`src/rtl/frame_capture_ctrl_pkg.sv`:
```
// Shared types and helpers for the frame capture controller slice:
// FSM state encoding, frame width derivation and FIFO pointer sizing.
package frame_capture_ctrl_pkg;

  typedef enum logic [1:0] {
    ST_IDLE  = 2'd0,
    ST_ARMED = 2'd1,
    ST_RUN   = 2'd2
  } state_e;

  function automatic int frame_width(input int ch_num, input int sample_w);
    return ch_num * sample_w;
  endfunction

  function automatic int log2_ceil(input int value);
    int r;
    r = 0;
    for (int i = 0; i < 31; i++) begin
      if ((1 << i) < value) r = i + 1;
    end
    return r;
  endfunction

endpackage

```
`src/rtl/frame_capture_ctrl_fifo.sv`:
```
// Synchronous frame FIFO with full/empty flags; a pop in the same cycle
// frees a slot so a push into a full FIFO still lands.
module frame_fifo
  import frame_capture_ctrl_pkg::*;
#(
  parameter int WIDTH = 8,
  parameter int DEPTH = 4
) (
  input  logic             clk,
  input  logic             rst_n,
  input  logic             push,
  input  logic [WIDTH-1:0] push_data,
  input  logic             pop,
  output logic [WIDTH-1:0] pop_data,
  output logic             full,
  output logic             empty
);

  localparam int AW = log2_ceil(DEPTH);

  logic [WIDTH-1:0] mem [DEPTH];
  logic [AW:0]      wr_ptr;
  logic [AW:0]      rd_ptr;
  logic             do_push;
  logic             do_pop;

  assign empty   = (wr_ptr == rd_ptr);
  assign full    = (wr_ptr[AW] != rd_ptr[AW]) && (wr_ptr[AW-1:0] == rd_ptr[AW-1:0]);
  assign do_pop  = pop && !empty;
  assign do_push = push && (!full || do_pop);

  // Head is forced to zero when empty so the outputs read 0 out of reset.
  assign pop_data = empty ? '0 : mem[rd_ptr[AW-1:0]];

  always_ff @(posedge clk) begin
    if (do_push) mem[wr_ptr[AW-1:0]] <= push_data;
  end

  always_ff @(posedge clk or negedge rst_n) begin
    if (!rst_n) begin
      wr_ptr <= '0;
      rd_ptr <= '0;
    end else begin
      if (do_push) wr_ptr <= wr_ptr + 1'b1;
      if (do_pop)  rd_ptr <= rd_ptr + 1'b1;
    end
  end

endmodule

```
`src/rtl/frame_capture_ctrl.sv`:
```
// Frame capture controller: turns the slow frame strobe into capture events,
// masks and sequence-tags frames, and buffers them onto a valid/ready stream.
module frame_capture_ctrl
  import frame_capture_ctrl_pkg::*;
#(
  parameter int  CH_NUM     = 32,
  parameter int  SAMPLE_W   = 16,
  parameter int  FIFO_DEPTH = 4,
  parameter int  SEQ_W      = 16,
  parameter int  CNT_W      = 16,
  localparam int FRAME_W    = frame_width(CH_NUM, SAMPLE_W)
) (
  input  logic               clk,
  input  logic               rst_n,
  input  logic               frame_strobe,
  input  logic [FRAME_W-1:0] frame_data,
  input  logic               start_flag,
  input  logic               stop_flag,
  input  logic               single_shot,
  input  logic [SEQ_W-1:0]   frame_limit,
  input  logic [CH_NUM-1:0]  ch_mask,
  output logic [FRAME_W-1:0] out_frame,
  output logic [SEQ_W-1:0]   out_seq,
  output logic               out_valid,
  input  logic               out_ready,
  output logic               busy,
  output logic               done,
  output logic [CNT_W-1:0]   overflow_cnt
);

  function automatic logic [FRAME_W-1:0] mask_frame(input logic [FRAME_W-1:0] d,
                                                    input logic [CH_NUM-1:0]  m);
    logic [FRAME_W-1:0] r;
    r = d;
    for (int i = 0; i < CH_NUM; i++) begin
      if (!m[i]) r[i*SAMPLE_W +: SAMPLE_W] = '0;
    end
    return r;
  endfunction

  function automatic logic [CNT_W-1:0] sat_inc(input logic [CNT_W-1:0] v);
    return (&v) ? v : v + 1'b1;
  endfunction

  logic strobe_p0, strobe_p1, strobe_p2;
  logic vld_p0, vld_p1;
  logic cap_evt;
  logic start_q, stop_q, start_edge, stop_edge;

  state_e           state_q, state_d;
  logic             capture, reach_limit, seq_clr, drop, pop;
  logic [SEQ_W-1:0] seq_q, cap_cnt_q, limit_eff;
  logic [SEQ_W:0]   cnt_next;
  logic             fifo_full, fifo_empty;

  assign start_edge = start_flag & ~start_q;
  assign stop_edge  = stop_flag & ~stop_q;

  // Stage p0/p1 synchronise the strobe; p2 holds the previous level, primed
  // high until real samples arrive so a level already high at reset release
  // is not mistaken for a rising edge.
  always_ff @(posedge clk or negedge rst_n) begin
    if (!rst_n) begin
      strobe_p0 <= 1'b0;
      strobe_p1 <= 1'b0;
      strobe_p2 <= 1'b1;
      vld_p0    <= 1'b0;
      vld_p1    <= 1'b0;
      cap_evt   <= 1'b0;
      start_q   <= 1'b0;
      stop_q    <= 1'b0;
    end else begin
      strobe_p0 <= frame_strobe;
      strobe_p1 <= strobe_p0;
      vld_p0    <= 1'b1;
      vld_p1    <= vld_p0;
      strobe_p2 <= vld_p1 ? strobe_p1 : 1'b1;
      cap_evt   <= vld_p1 & strobe_p1 & ~strobe_p2;
      start_q   <= start_flag;
      stop_q    <= stop_flag;
    end
  end

  assign limit_eff   = (frame_limit == '0) ? SEQ_W'(1) : frame_limit;
  assign cnt_next    = {1'b0, cap_cnt_q} + (SEQ_W+1)'(1);
  assign reach_limit = single_shot && (cnt_next >= {1'b0, limit_eff});

  always_ff @(posedge clk or negedge rst_n) begin
    if (!rst_n) state_q <= ST_IDLE;
    else        state_q <= state_d;
  end

  always_comb begin
    state_d = state_q;
    case (state_q)
      ST_IDLE:  if (start_edge && !stop_edge) state_d = ST_ARMED;
      ST_ARMED: begin
        if (stop_edge)    state_d = ST_IDLE;
        else if (cap_evt) state_d = reach_limit ? ST_IDLE : ST_RUN;
      end
      ST_RUN: begin
        if (stop_edge)                   state_d = ST_IDLE;
        else if (cap_evt && reach_limit) state_d = ST_IDLE;
      end
      default: state_d = ST_IDLE;
    endcase
  end

  always_comb begin
    busy    = (state_q != ST_IDLE);
    capture = busy && cap_evt && !stop_edge;
    done    = ((state_q == ST_RUN) && (state_d == ST_IDLE)) ||
              ((state_q == ST_ARMED) && capture && reach_limit);
    seq_clr = (state_d == ST_IDLE) && (state_q != ST_IDLE);
  end

  assign pop  = out_valid && out_ready;
  assign drop = capture && fifo_full && !pop;

  always_ff @(posedge clk or negedge rst_n) begin
    if (!rst_n) begin
      seq_q        <= '0;
      cap_cnt_q    <= '0;
      overflow_cnt <= '0;
    end else begin
      if (seq_clr) begin
        seq_q     <= '0;
        cap_cnt_q <= '0;
      end else if (capture) begin
        seq_q     <= seq_q + 1'b1;
        cap_cnt_q <= cap_cnt_q + 1'b1;
      end
      if (drop) overflow_cnt <= sat_inc(overflow_cnt);
    end
  end

  frame_fifo #(
    .WIDTH (FRAME_W + SEQ_W),
    .DEPTH (FIFO_DEPTH)
  ) u_fifo (
    .clk       (clk),
    .rst_n     (rst_n),
    .push      (capture),
    .push_data ({seq_q, mask_frame(frame_data, ch_mask)}),
    .pop       (pop),
    .pop_data  ({out_seq, out_frame}),
    .full      (fifo_full),
    .empty     (fifo_empty)
  );

  assign out_valid = !fifo_empty;

endmodule
```
`config.mk`:
```
export PLATFORM = sky130hd
export DESIGN_NAME = frame_capture_ctrl
export DESIGN_NICKNAME = d
export VERILOG_FILES = /design/src/rtl/frame_capture_ctrl_pkg.sv /design/src/rtl/frame_capture_ctrl_fifo.sv /design/src/rtl/frame_capture_ctrl.sv
export SDC_FILE = /design/constraint.sdc
export NUM_CORES = 2
export LEC_CHECK = 0
export CAP_MARGIN = 5
export CORE_AREA = 2 2 437 439
export DETAILED_ROUTE_END_ITERATION = 10
export DIE_AREA = 0 0 439 441
export PLACE_DENSITY = 0.71
export SYNTH_ARGS = -nofsm -noshare
export SYNTH_HDL_FRONTEND = slang
export SYNTH_SLANG_ARGS = --single-unit
export TNS_END_PERCENT = 10
```
`constraint.sdc`:
```
create_clock -name clk -period 18.3 [get_ports clk]
set_input_delay 2.745 -clock clk [delete_from_list [all_inputs] [get_ports clk]]
set_output_delay 2.745 -clock clk [all_outputs]
set_load 0.005 [all_outputs]
```
Word level (Yosys, flattened, before mapping). Memory sizes are Yosys's and may differ from the RTL's. Cells that the tools add are included.

$add $sub $neg: 6. Order comparisons: 1. Equality and inequality tests: 5. Muxes and demuxes: 48. Bitwise logic cells: 8. Reduce and logical (&&, ||, !) cells: 28.

Operators by type and width (number): 16-bit 2-to-1 mux (37); 528-bit 2-to-1 mux (1); 16-bit by 1-bit adder with 16-bit output (second input constant) (3); 16-bit by 1-bit adder with 17-bit output (second input constant) (1); 17-bit by 16-bit >= comparator with 1-bit output (1); 16-bit zero test (1); 16-bit AND reduction (1); 1-bit logical AND (15); 2-bit 2-to-1 mux (6); 3-bit by 1-bit adder with 3-bit output (second input constant) (2); 2-bit case mux with 3 select lines (1); 1-bit AND (4); 1-bit zero test (4); 2-bit zero test (2); 1-bit NOT (4); 2-bit nonzero test (2); 3-bit equality test (1); 1-bit 2-to-1 mux (3); 2-bit by 1-bit equality test with 1-bit output (second input constant) (1); 2-bit equality test (1); 2-bit equality test (second input constant) (1); 1-bit logical OR (2); 2-bit AND reduction (1); 1-bit inequality test (1).

Register bits: 64. Bits in writable memories: 2112. Bits of input ports: 567. Output and inout bits: 547. Word-level logic and storage cells: 111. Memories: 1.

Memories: u_fifo.mem (depth 4, bits a word 528, read ports 1, clocked after memory_dff 0, wr ports 1, RTL line frame_capture_ctrl_fifo.sv:21) `logic [WIDTH-1:0] mem [DEPTH];`.

Depth between registers and ports, before layout.
Depth after elaboration: 11. Gate-level depth with buffers: 13. Gate-level depth less buffers: 12.

Modules after synthesis. From an unflattened synthesis, not the netlist that was laid out.

Cells, all modules: 4290. Area, all modules: 86767.0 um2.

By module, submodules not included: frame_fifo (times used 1, cells an instance 3379, area each 79825.3 um2, sequential area each 63571.0 um2); frame_capture_ctrl (times used 1, cells an instance 911, area each 6941.7 um2, sequential area each 1452.6 um2).

Least setup slack after synthesis. No wires, ideal clock.

Path type: input to register. Start point: input port stop_flag. End point: memory u_fifo.mem[3][0] (netlist name), enable pin. Setup time: 0.963 ns. Arrival time: 15.609 ns. Data required time: 17.337 ns. Slack: 1.728 ns. Cell stages on the path: 6. Path buffers: 2. Path through: nand2b_1 clkbuf_1 and2_1 buf_2 nor2b_1 and2_1.

Cells in the longest elaborated chain, start to end: 6.

Ends and longest elaborated chain: start, declared (RTL line frame_capture_ctrl.sv:18) `input logic stop_flag,`; 1-bit AND (RTL line frame_capture_ctrl.sv:57) `assign stop_edge = stop_flag & ~stop_q;`; 1-bit zero test (RTL line frame_capture_ctrl.sv:111) `capture = busy && cap_evt && !stop_edge;`; 1-bit logical AND (RTL line frame_capture_ctrl.sv:111); 1-bit logical AND (RTL line frame_capture_ctrl_fifo.sv:30) `assign do_push = push && (!full || do_pop);`; 1-bit 2-to-1 mux (RTL line frame_capture_ctrl_fifo.sv:36) `if (do_push) mem[wr_ptr[AW-1:0]] <= push_data;`; 1-bit 2-to-1 mux (not written as such) (RTL line frame_capture_ctrl_fifo.sv:36); end, declared (RTL line frame_capture_ctrl_fifo.sv:21).

No other way between the ends.

Final worst setup path.
Start point: register u_fifo.rd_ptr[0]. End point: output port out_frame[370].

Cells in the longest elaborated chain, start to end: 2. Elaborated cells between the ends (all ways): 3. Those cells by class: eq/ne: 1; mux: 1; memory: 1.

Ends and longest elaborated chain: start, declared (RTL line frame_capture_ctrl_fifo.sv:23) `logic [AW:0] rd_ptr;`; start signal, assigned (RTL line frame_capture_ctrl_fifo.sv:45) `if (do_pop) rd_ptr <= rd_ptr + 1'b1;`; memory 4 x 528 bit / 3-bit equality test (equally long branches); 528-bit 2-to-1 mux * (RTL line frame_capture_ctrl_fifo.sv:33) `assign pop_data = empty ? '0 : mem[rd_ptr[AW-1:0]];`; end, declared (RTL line frame_capture_ctrl.sv:22) `output logic [FRAME_W-1:0] out_frame,`.

Mark *: on every way between the ends. The rest lies on a longest branch, timed or not.

==> qor.yml <==
wire_per_inst_um: 26.82
root_buffer: "clkbuf_16"
synthArstFlopShare: 0.02941
endpoint_kind: "output port"
cap_violations: 0
seq_power_share: 0.355
fin_ws_ns: 9.894
hold_ws_ns: 0.3480
fp.dieW_um: 439
power_frac_comb: 0.370
drtIter0Drc: 4180
post_cts_buffers: 0
outcome: "finished clean"
worstSetupPathType: "flop to output port"
drv_slew: 0
synth_area_per_cell_um2: 20.14
relSlewSlack: 0.05442
cpMaxStageDelayCell: "buf_4"
post_cts_resized: 0
post-route-drc-count: 0
max_freq_mhz: 119.0
layout-drive-gt1-share: 0.1663
ys_ff_latch: 2176
syn-cell-area_um2: 86580
place.gp.congestion: 0.8774
fin_crit_sh: 0.4593
power_switching_mw: 4.501
rows: 160
die_h_um: 441
setup-tns-final_ns: 0
clk_latency_ns: 0.85
p_int_mw: 11.24
dp_cells: 7757
yosysWarningCount: 0
peakVddDrop_v: 0.0001794
syn_to_final_growth_pct: 24.20
tightest_slew_ns: 1.418
numCtsBuffers: 212
ys_seq_area_frac: 0.7511
antenna_found_initial: 54
final_util: 0.5684
postLayoutCellArea_um2: 107500
vias: 44940
grt_max_degree: 207
power.total_mw: 15.74
path_cells: "buf_4 > buf_12 > buf_12 > mux4_2 > and2_1 > clkdlybuf4s50_1"
clk_path_buf_depth: 3
finalCriticalPeriod_ns: 8.406
cts_max_level: 4
finClkSkew_ns: 0.03409
initial_utilization: 0.4576
cp.arrival_ns: 5.66
ioPinCount: 1114
hp-class: "flop to flop"
fin_nets: 6051
fillers: 14090
finalNonFillerCells: 8183
synth_nets: 4890
cp_max_fo: 112
io_buffers: 1113
hold_viol_final: 0
ys_types: 52
grt-ovfl-total: 0
clock_power_share: 0.275
routed_wl_um: 219500
final-setup-viol-count: 0
switching_share: 0.2860
cts_tree: "built"
via_per_inst: 5.491
first_pass_iters: 8
netlist_instances: 4299
synth_flop_cell: "edfxtp_1"
cts.clk_slew.worst_paths_ns: 0.06
pre_cts_ws_ns: 10.04
cp_slowest_stage_delay_ns: 0.82
place_area_um2: 100500
ctsHoldBuffers: 0
core_um2: 189200
critPathRequiredTime_ns: 15.55
grt_pass1_vias: 45230
die_area_um2: 193600
synth_edf_count: 2112
cp-start-kind: "flop"
dp_hpwl_um: 141200
rsz0062_at_grt: "no"
grt_pass1_wl_um: 311400
p_leak_nw: 35.11
cts_sinks: 2176
antenna_left: 0
powerDensity_nw_per_um2: 146.4
cpMostUsedCell: "buf_12"
track_usage: 0.2208
flip-flops by register name, indices dropped and copies added (netlist names):
name	count
seq_q	16
u_fifo.rd_ptr	3
stop_q	1
overflow_cnt	16
cap_evt	1
state_q	2
u_fifo.mem	2112
u_fifo.wr_ptr	3
cap_cnt_q	16
start_q	1
strobe_p0	1
vld_p0	1
vld_p1	1
strobe_p2	1
strobe_p1	1
per-layer routing:
layer,global-route usage,part of all wire,up-vias,routed length [um]
met5,0,0.00070,-,154
met4,0.09245,0.038,24,8268
met3,0.04525,0.068,381,15000
met2,0.3644,0.51,1752,111100
met1,0.2867,0.39,23530,84890
li1,-,-,19250,-
logic make-up after synthesis:
group,share of synthesized area
xor+xnor,0.004957
buf+inv,0.01145
simple gates,0.08696
fa+ha+maj,0.003469
flops,0.7511
mux,0.1376
compound gates,0.004451
other cells,0.00004331
synth_stat cells, drive strengths merged (22+ instances only):
cell / number / area share
edfxtp: 2112 / 0.73
and2: 1052 / 0.076
mux4: 528 / 0.14
clkbuf: 161 / 0.0070
dfrtp: 63 / 0.018
buf: 58 / 0.0035
nand2: 46 / 0.0020
nor2: 39 / 0.0023
xnor2: 29 / 0.0029
nand3: 26 / 0.0015
ha: 24 / 0.0035
inv: 22 / 0.00095
layout by cell type, fill, tap and decap left out, types with 11 or more instances in the layout:
cell | synthesis | routed
and2_1 | 1052 | 1048
buf_12 | 0 | 11
buf_4 | 1 | 42
bufinv_16 | 0 | 22
clkbuf_1 | 161 | 54
clkbuf_16 | 0 | 214
clkdlybuf4s50_1 | 0 | 1112
clkinv_1 | 0 | 40
clkinv_2 | 0 | 37
dfrtp_1 | 63 | 61
diode_2 | 0 | 27
edfxtp_1 | 2112 | 2112
ha_1 | 24 | 24
inv_1 | 22 | 22
mux4_2 | 528 | 528
nand2_1 | 46 | 45
nand3_1 | 26 | 26
nor2_1 | 19 | 19
nor2_2 | 20 | 20
o21ai_0 | 15 | 14
xnor2_1 | 29 | 29
xor2_1 | 20 | 20
path summary, 6_finish.rpt:
path,startpoint,end,slack [ns],cells past startpoint
setup / recovery,u_fifo.rd_ptr[0],out_frame[370],9.89,6
hold / removal,strobe_p0,strobe_p1,0.35,0
setup reg to reg,cap_evt,u_fifo.mem[3][166],12.52,7
hold reg to reg,strobe_p0,strobe_p1,0.35,0
max in group asynchronous,rst_n,u_fifo.rd_ptr[0],15.43,2
min in group asynchronous,rst_n,overflow_cnt[15],2.13,2
critical path: cells and delay by family, from the launching register on:
family	cells	cell delay, ns
buffers and inverters	4	2.67
flip-flops	1	0.81
multiplexers	1	0.63
AND/OR/NAND/NOR	1	0.17
cell type report:
| cell class | instances | area, um2 | share of cell area |
|---|---|---|---|
| Multi-Input combinational cell | 1882 | 20580 | 0.1914 |
| Clock buffer | 270 | 5585 | 0.05194 |
| Tap cell | 2511 | 3142 | 0.02922 |
| Sequential cell | 2176 | 65030 | 0.6048 |
| Antenna cell | 27 | 67.56 | 0.0006284 |
| Clock inverter | 129 | 1369 | 0.01273 |
| Timing Repair Buffer | 1166 | 11670 | 0.1085 |
| Inverter | 22 | 82.58 | 0.0007680 |
power by group through the flow:
stage	registers, mW	logic [mW]	clock network, mW
after global placement	5.70	5.88	0
after global routing	5.60	6.13	4.60
final	5.59	5.82	4.33
after floorplan	5.66	2.69	0
after CTS	5.59	5.90	4.41
after detailed placement	5.70	5.87	0
Power figures use the tool's default switching activity.
